$ cat src/rtl/colour_theme_sequencer.sv
// rtl/colour_theme_sequencer.sv - OLED colour theme selector with frame-aligned cross-fade
//
// Selects one of three five-colour palettes from the sw3/sw4 switches, waits for the
// selection to hold across STABLE_FRAMES frame starts, then walks the palette outputs
// from the committed theme to the new one over 2^STEP_BITS frames (or in one frame when
// fade_en is low). All state changes happen on frame_begin so a frame never tears.
//
// Ports:
//   clk          system clock
//   reset        asynchronous active-high reset
//   frame_begin  one-cycle pulse at the start of each OLED frame
//   sw3, sw4     asynchronous theme-select switches
//   fade_en      1 = cross-fade across frames, 0 = switch in a single frame
//   bor_col      RGB565 border colour
//   bg_col       RGB565 background colour
//   volCol_top   RGB565 volume-bar top colour
//   volCol_mid   RGB565 volume-bar middle colour
//   volCol_bot   RGB565 volume-bar bottom colour
//   busy         high while a transition is in progress
//   theme        committed theme index

module colour_theme_sequencer #(
  parameter int STEP_BITS     = 3,
  parameter int STABLE_FRAMES = 2
) (
  input  logic        clk,
  input  logic        reset,
  input  logic        frame_begin,
  input  logic        sw3,
  input  logic        sw4,
  input  logic        fade_en,
  output logic [15:0] bor_col,
  output logic [15:0] bg_col,
  output logic [15:0] volCol_top,
  output logic [15:0] volCol_mid,
  output logic [15:0] volCol_bot,
  output logic        busy,
  output logic [1:0]  theme
);

  typedef struct packed {
    logic [15:0] bor;
    logic [15:0] bg;
    logic [15:0] top;
    logic [15:0] mid;
    logic [15:0] bot;
  } palette_t;

  typedef enum logic {IDLE, FADE} state_t;

  localparam int SCW = $clog2(STABLE_FRAMES + 1);
  localparam logic [SCW-1:0]     STABLE_N  = SCW'(STABLE_FRAMES);
  localparam logic [STEP_BITS:0] STEP_FULL = {1'b1, {STEP_BITS{1'b0}}};
  localparam logic [1:0]         REQ_NONE  = 2'd3;

  localparam palette_t PAL_T0 = {16'hFFFF, 16'h0000, 16'hF800, 16'hFFE0, 16'h07E0};
  localparam palette_t PAL_T1 = {16'h001F, 16'h0000, 16'hF800, 16'h07E0, 16'hFFFF};
  localparam palette_t PAL_T2 = {16'h0000, 16'hFFFF, 16'hF81F, 16'hFFE0, 16'h07FF};

  function automatic palette_t theme_palette(input logic [1:0] t);
    case (t)
      2'd1:    return PAL_T1;
      2'd2:    return PAL_T2;
      default: return PAL_T0;
    endcase
  endfunction

  // One colour field (width w at bit lo) of src + ((dst - src) * k) >>> STEP_BITS.
  // The arithmetic shift floors, so the result never leaves [min, max] of the two
  // endpoints and cannot overflow the field; masking only drops the zero upper bits.
  function automatic logic [15:0] lerp_field(input logic [15:0] s, input logic [15:0] d,
                                             input logic [STEP_BITS:0] k,
                                             input int lo, input int w);
    int m;
    int sx;
    int dx;
    int prod;
    m    = (1 << w) - 1;
    sx   = int'(s >> lo) & m;
    dx   = int'(d >> lo) & m;
    prod = (dx - sx) * int'(k);
    return 16'(((sx + (prod >>> STEP_BITS)) & m) << lo);
  endfunction

  function automatic logic [15:0] lerp565(input logic [15:0] s, input logic [15:0] d,
                                          input logic [STEP_BITS:0] k);
    return lerp_field(s, d, k, 11, 5) | lerp_field(s, d, k, 5, 6) | lerp_field(s, d, k, 0, 5);
  endfunction

  function automatic palette_t mix_palette(input palette_t s, input palette_t d,
                                           input logic [STEP_BITS:0] k);
    palette_t r;
    r.bor = lerp565(s.bor, d.bor, k);
    r.bg  = lerp565(s.bg,  d.bg,  k);
    r.top = lerp565(s.top, d.top, k);
    r.mid = lerp565(s.mid, d.mid, k);
    r.bot = lerp565(s.bot, d.bot, k);
    return r;
  endfunction

  // Switch synchronisers
  logic sw3_meta, sw3_sync, sw4_meta, sw4_sync;

  always_ff @(posedge clk or posedge reset) begin
    if (reset) begin
      sw3_meta <= 1'b0;
      sw3_sync <= 1'b0;
      sw4_meta <= 1'b0;
      sw4_sync <= 1'b0;
    end else begin
      sw3_meta <= sw3;
      sw3_sync <= sw3_meta;
      sw4_meta <= sw4;
      sw4_sync <= sw4_meta;
    end
  end

  // Request decode: code 3 means "no request", and is tracked for stability like any
  // other code so that leaving it also has to settle before acting.
  logic [1:0] req_now;

  always_comb begin
    req_now = REQ_NONE;
    case ({sw3_sync, sw4_sync})
      2'b00:   req_now = 2'd0;
      2'b10:   req_now = 2'd1;
      2'b11:   req_now = 2'd2;
      default: req_now = REQ_NONE;
    endcase
  end

  // Stability tracking, advanced once per frame; the counter saturates at STABLE_N.
  logic [1:0]     req_last;
  logic [SCW-1:0] stab_cnt;
  logic [SCW-1:0] stab_cnt_d;
  logic           req_stable;

  assign stab_cnt_d = (req_now != req_last) ? SCW'(1) :
                      (stab_cnt == STABLE_N) ? stab_cnt : stab_cnt + 1'b1;

  // Evaluated with this frame's updated count so the fade starts on the same frame_begin.
  assign req_stable = frame_begin && (stab_cnt_d == STABLE_N) && (req_now != REQ_NONE);

  always_ff @(posedge clk or posedge reset) begin
    if (reset) begin
      req_last <= 2'd0;
      stab_cnt <= '0;
    end else if (frame_begin) begin
      req_last <= req_now;
      stab_cnt <= stab_cnt_d;
    end
  end

  // Transition FSM
  state_t               state_q, state_d;
  logic [1:0]           src_q, src_d;
  logic [1:0]           dst_q, dst_d;
  logic [1:0]           theme_q, theme_d;
  logic [STEP_BITS:0]   step_q, step_d;
  logic [STEP_BITS:0]   step_inc;
  logic                 busy_q, busy_d;
  palette_t             pal_q, pal_d;

  assign step_inc = fade_en ? step_q + 1'b1 : STEP_FULL;

  always_ff @(posedge clk or posedge reset) begin
    if (reset) begin
      state_q <= IDLE;
      src_q   <= 2'd0;
      dst_q   <= 2'd0;
      theme_q <= 2'd0;
      step_q  <= '0;
      busy_q  <= 1'b0;
      pal_q   <= PAL_T0;
    end else begin
      state_q <= state_d;
      src_q   <= src_d;
      dst_q   <= dst_d;
      theme_q <= theme_d;
      step_q  <= step_d;
      busy_q  <= busy_d;
      pal_q   <= pal_d;
    end
  end

  always_comb begin
    state_d = state_q;
    src_d   = src_q;
    dst_d   = dst_q;
    theme_d = theme_q;
    step_d  = step_q;
    busy_d  = busy_q;
    pal_d   = pal_q;
    case (state_q)
      IDLE: begin
        // Entering at step 0 leaves the outputs on the source palette for this frame.
        if (req_stable && (req_now != theme_q)) begin
          src_d   = theme_q;
          dst_d   = req_now;
          step_d  = '0;
          busy_d  = 1'b1;
          state_d = FADE;
        end
      end
      FADE: begin
        // Requests are still tracked above but not acted on until back in IDLE.
        if (frame_begin) begin
          step_d = step_inc;
          if (step_inc == STEP_FULL) begin
            pal_d   = theme_palette(dst_q);
            theme_d = dst_q;
            busy_d  = 1'b0;
            state_d = IDLE;
          end else begin
            pal_d = mix_palette(theme_palette(src_q), theme_palette(dst_q), step_inc);
          end
        end
      end
    endcase
  end

  assign bor_col    = pal_q.bor;
  assign bg_col     = pal_q.bg;
  assign volCol_top = pal_q.top;
  assign volCol_mid = pal_q.mid;
  assign volCol_bot = pal_q.bot;
  assign busy       = busy_q;
  assign theme      = theme_q;

endmodule
$ cat config.mk
export PLATFORM = sky130hd
export DESIGN_NAME = colour_theme_sequencer
export DESIGN_NICKNAME = d
export VERILOG_FILES = /design/src/rtl/colour_theme_sequencer.sv
export SDC_FILE = /design/constraint.sdc
export NUM_CORES = 1
export LEC_CHECK = 0
export BUFFER_PORTS_ARGS = -buffer_cell sky130_fd_sc_hd__buf_4
export CELL_PAD_IN_SITES_DETAIL_PLACEMENT = 0
export CELL_PAD_IN_SITES_GLOBAL_PLACEMENT = 2
export CORE_ASPECT_RATIO = 1.25
export CORE_MARGIN = 1.5
export CORE_UTILIZATION = 37
export CTS_BUF_LIST = sky130_fd_sc_hd__clkbuf_4 sky130_fd_sc_hd__clkbuf_8 sky130_fd_sc_hd__clkbuf_16
export CTS_CLUSTER_SIZE = 28
export DETAILED_ROUTE_END_ITERATION = 8
export PLACE_DENSITY = 0.91
export SYNTH_ARGS = -nofsm -noshare
export SYNTH_HDL_FRONTEND = slang
export SYNTH_SLANG_ARGS = --single-unit
$ cat constraint.sdc
create_clock -name clk -period 7.45 [get_ports clk]
set_input_delay 2.235 -clock clk [delete_from_list [all_inputs] [get_ports clk]]
set_output_delay 2.235 -clock clk [all_outputs]
set_load 0.03 [all_outputs]
Yosys cells after proc, flatten, opt, wreduce, memory -nomap -nowiden
Index checks and enable logic that the tools add are counted.
- register bits: 100
- input port bits: 6
- output and inout bits: 83
- word-level logic and storage cells: 123
- add/subtract/negate cells: 32
- multipliers: 15
- equal/unequal tests: 15
- mux-type cells: 24
- bitwise operators: 11
- reductions and logical operators: 9
- operator list (cell ; number):
    2-to-1 mux 80 bit ; 7
    one-hot mux 80 bit (2 select lines) ; 2
    OR 16 x 11 -> 16 bit ; 5
    OR 16 x 5 -> 16 bit ; 5
    multiplier 6 x 5 -> 8 bit ; 9
    subtractor 5 x 5 -> 6 bit ; 10
    adder 5 bit ; 10
    multiplier 7 x 5 -> 9 bit ; 5
    subtractor 6 x 6 -> 7 bit ; 5
    multiplier 32 x 5 -> 8 bit ; 1
    adder 6 bit ; 5
    equality test 2 bit, second input constant ; 6
    2-to-1 mux 4 bit ; 3
    one-hot mux 4 bit (2 select lines) ; 1
    2-to-1 mux 1 bit ; 6
    != test 2 bit, second input constant ; 3
    one-hot mux 2 bit (3 select lines) ; 1
    AND reduction 2 bit ; 3
    AND reduction 3 bit ; 2
    adder 4 x 1 -> 4 bit, second input constant ; 1
    equality test 2 x 1 -> 1 bit, second input constant ; 2
    equality test 4 bit, second input constant ; 1
    2-to-1 mux 2 bit ; 2
    != test 2 bit ; 2
    6 further kinds ; 9

Longest topological paths before layout
- word-level depth: 12
- gate-level depth with buffers: 22
- mapped depth without buffers: 22

Worst setup path after synthesis
No wires, ideal clock.
- kind: input port to flip-flop
- start point: in fade_en
- end point: reg pal_q (netlist bit bg_col[10])
- library setup time: 124 ps
- arrival time: 6639 ps
- data required time: 7326 ps
- path slack: 687 ps
- stages: 20
- buffers on the path: 1
- cells stage by stage: clkinv_1 > a21o_1 > clkbuf_1 > and2_1 > ha_1 > inv_1 > fa_1 > fa_1 > inv_1 > ha_1 > a21o_1 > maj3_1 > xor2_1 > ha_1 > o21ai_0 > o21bai_1 > a21oi_1 > xnor2_1 > xnor3_1 > o31a_1
- longest elaborated chain between the ends: 6
- elaborated cells between the ends (all ways): 7
- those cells by class: add/sub (1); mul (1); eq/ne (1); mux (2); bitwise (2)
- RTL lines (what ; RTL line ; RTL):
    start, declared ; 31 ; input logic fade_en,
    2-to-1 mux 4 bit (*) ; 164 ; assign step_inc = fade_en ? step_q + 1'b1 : STEP_FULL;
    multiplier 7 x 5 -> 9 bit ; 81 ; prod = (dx - sx) * int'(k);
    adder 6 bit ; 82 ; return 16'(((sx + (prod >>> STEP_BITS)) & m) << lo);
    OR 16 x 11 -> 16 bit ; 87 ; return lerp_field(s, d, k, 11, 5) | lerp_field(s, d, k, 5, 6) | lerp_field(s, d, k, 0, 5);
    OR 16 x 5 -> 16 bit ; 87 ;
    2-to-1 mux 80 bit (*) ; 209 ; if (step_inc == STEP_FULL) begin
    end signal, assigned ; 182 ; pal_q <= pal_d;
    end, declared ; 162 ; palette_t pal_q, pal_d;
Mark *: on every way between the ends. The rest lies on a longest branch, timed or not.
A chain may end at the register's enable or synchronous reset.

Final worst setup path
Same ends and word-level chain as after synthesis.

==> out/results.tsv <==
metric	value	unit
status	completed	
Final Hold Vio Count	0	
critical path class	in -> reg	
setup bufs post-CTS	0	
Final setup viols	0	
top-count cell post-synth	inv_1	
WP buf/inv	4	
Startpoint Class	primary input	
Clock Tree Buf Depth	2	
Sum Neg Setup Slack	0	ns
CP max stage delay	0.52	ns
fmax	0.149	GHz
vias per inst	4.83	
row count	60	
HP Class	reg -> reg	
Worst EP required	7.68	ns
Post-Route WL	18.4	mm
worst hold slack	0.347	ns
DP HPWL	14.9	mm
vias in the first global route	6184	
Yosys top cell area share	19.0	%
Iter 0 DRT Violations	173	
ys async rst share	100	%
CP endpoint kind	flip-flop	
crit path DAT	6.92	ns
R2R setup slack	1.41	ns
via count	5894	
nets@finish	1129	
DP Area	8630	sq um
TritonCTS clock tree	built	
Power Density	515	nW/um^2
leading area contributor after synthesis	ha_1	
die area	22600	sq um
GR Overflow Total	0	
Buffers on Ports	60	
VDD IR max	0.000183	V
CTS Root Cell	clkbuf_16	
Lkg Pwr	0.00498	uW
clock sink count	58	
share of layout cells above drive strength 1	12.7	%
global-route wire length before repair	30.8	mm
Layout area overhead	11.6	%
largest net degree at the start of global routing	59	
Final Critical Period	6.69	ns
crit-path max FO	14	
Slew Viols, Final	0	
Initial Utilization	37.5	%
initial antenna violation count	0	
ANT nets after route	0	
Tightest Pin Transition	1.01	ns
Avg Inst Size Synth	9.02	sq um
gpl congestion	0.833	
Die H	168	microns
DR pass1 iterations	4	
most frequent cells after synthesis	inv_1, ha_1, nand2_1	
clock buffer count from CTS	9	
post-synth cell types	52	
Post-synth top flop	dfrtp_1	
top post-synthesis cells by area	ha_1, fa_1, dfrtp_1, xnor2_1, dfstp_2	
GRT Resource Usage Total	17.3	%
synth warn	0	
CTS Hold Buffers Added	0	
crit path cell chain	buf_4, clkinv_1, a21o_1, and2_1, ha_1, inv_1, fa_1, fa_1, inv_1, ha_1, a21o_1, maj3_1, xor2_1, ha_1, o21ai_0, o21bai_1, a21oi_1, xnor2_1, xnor3_1, o31a_1	
die width	135	microns
DRC errors left	0	
I/O pin total	89	
Final Skew	0.00754	ns
drt wl/cell	15.0	microns
diode count	0	
max-cap violation count	0	
Post-Syn Area	8030	sq um
Final Cell Area	8960	sq um
H-tree Lvls	3	
Synth Instances	891	
RSZ-0062 raised after global routing	false	
core area	21400	sq um
CTS clk-pin slew, worst paths	0.06	ns
CP top delay family	adder cells	
Post-synth EDFFs	0	
sequential area share after synthesis	18.4	%
Post-CTS Resized	0	
slowest CP cell	fa_1	
crit share post-route	89.8	%
relative slew slack	32.6	%
most used cell, CP	ha_1	
Seq cells post-synth	58	
Clk Latency, worst-skew pair	0.34	ns
## flip-flops by register name (all words and copies together) (netlist names), 4 cells and up
name        cells
volCol_mid      5
bg_col          9
volCol_bot     10
bor_col        14
step_q          4
## final cells by class
cell class / count / area, sq um
sequential: 58 / 1480
inverter: 134 / 503
tap: 279 / 349
fill: 2151 / 12400
timing repair buffer: 71 / 533
clock buffer: 10 / 239
clock inverter: 6 / 90.1
multi-input combinational: 663 / 5770
## routing by layer
metal / part of all wire (%) / track usage, % / wire length, microns / vias up
li1: - / - / - / 2951
met5: 0 / 0 / 0 / -
met2: 53 / 32.5 / 9800 / 70
met3: 1.8 / 1.94 / 332 / 20
met1: 43 / 20.5 / 7840 / 2853
met4: 2.1 / 5.19 / 380 / 0
## path summary, 6_finish.rpt
path / startpoint / depth (start not counted) / end
worst min register to register: sw3_meta$_DFF_PP0_ / 0 / sw3_sync$_DFF_PP0_
worst max-delay path: fade_en / 20 / bg_col[10]$_DFFE_PP0P_
max in group asynchronous: reset / 3 / volCol_bot[11]$_DFFE_PP0P_
worst max register to register: src_q[0]$_DFFE_PP0P_ / 21 / bg_col[10]$_DFFE_PP0P_
min in group asynchronous: reset / 3 / stab_cnt[1]$_DFFE_PP0P_
worst min-delay path: sw3_meta$_DFF_PP0_ / 0 / sw3_sync$_DFF_PP0_
## cell families (layout without fill, tap and decap cells)
| logic type | Yosys count | in the layout | share of synthesized area, % |
|---|---|---|---|
| xor+xnor | 87 | 87 | 10.7 |
| flops | 58 | 58 | 18.4 |
| mux | 6 | 6 | 0.779 |
| compound gates | 177 | 177 | 13.5 |
| simple gates | 175 | 175 | 9.98 |
| fa+ha+maj | 190 | 190 | 35.5 |
| buf+inv | 196 | 221 | 11.2 |
| other cells | 2 | 28 | 0.0935 |
## stage by stage
stage	setup slack [ns]	cells	power, uW	util, %
2_1_floorplan	0.687	917	3380	-
3_3_place_gp	0.483	1205	4140	40.3
3_5_place_dp	0.438	1205	4180	40.3
4_1_cts	0.765	1221	4680	41.9
5_1_grt	0.448	1221	5150	41.9
6_report	0.761	1221	4610	41.9
## where the power goes
group          internal, uW  switching [uW]  leakage [uW]  total, uW
sequential              473            94.6      0.000691        567
combinational          1550            2030       0.00413       3570
clock                   303             170      0.000159        472
## placed cells by master, fill, tap and decap left out, types with 9 or more instances in the layout
| cell | count |
|---|---|
| fa_1 | 64 |
| and2_1 | 10 |
| xor2_1 | 22 |
| nor2_1 | 39 |
| xnor2_1 | 58 |
| inv_1 | 132 |
| a21oi_1 | 66 |
| nand3_1 | 13 |
| buf_4 | 71 |
| conb_1 | 28 |
| ha_1 | 122 |
| clkbuf_16 | 9 |
| dfrtp_1 | 39 |
| o21ai_0 | 45 |
| nand2_1 | 83 |
| a21o_1 | 26 |
| dfstp_2 | 19 |
(Power assumes the default switching activity.)
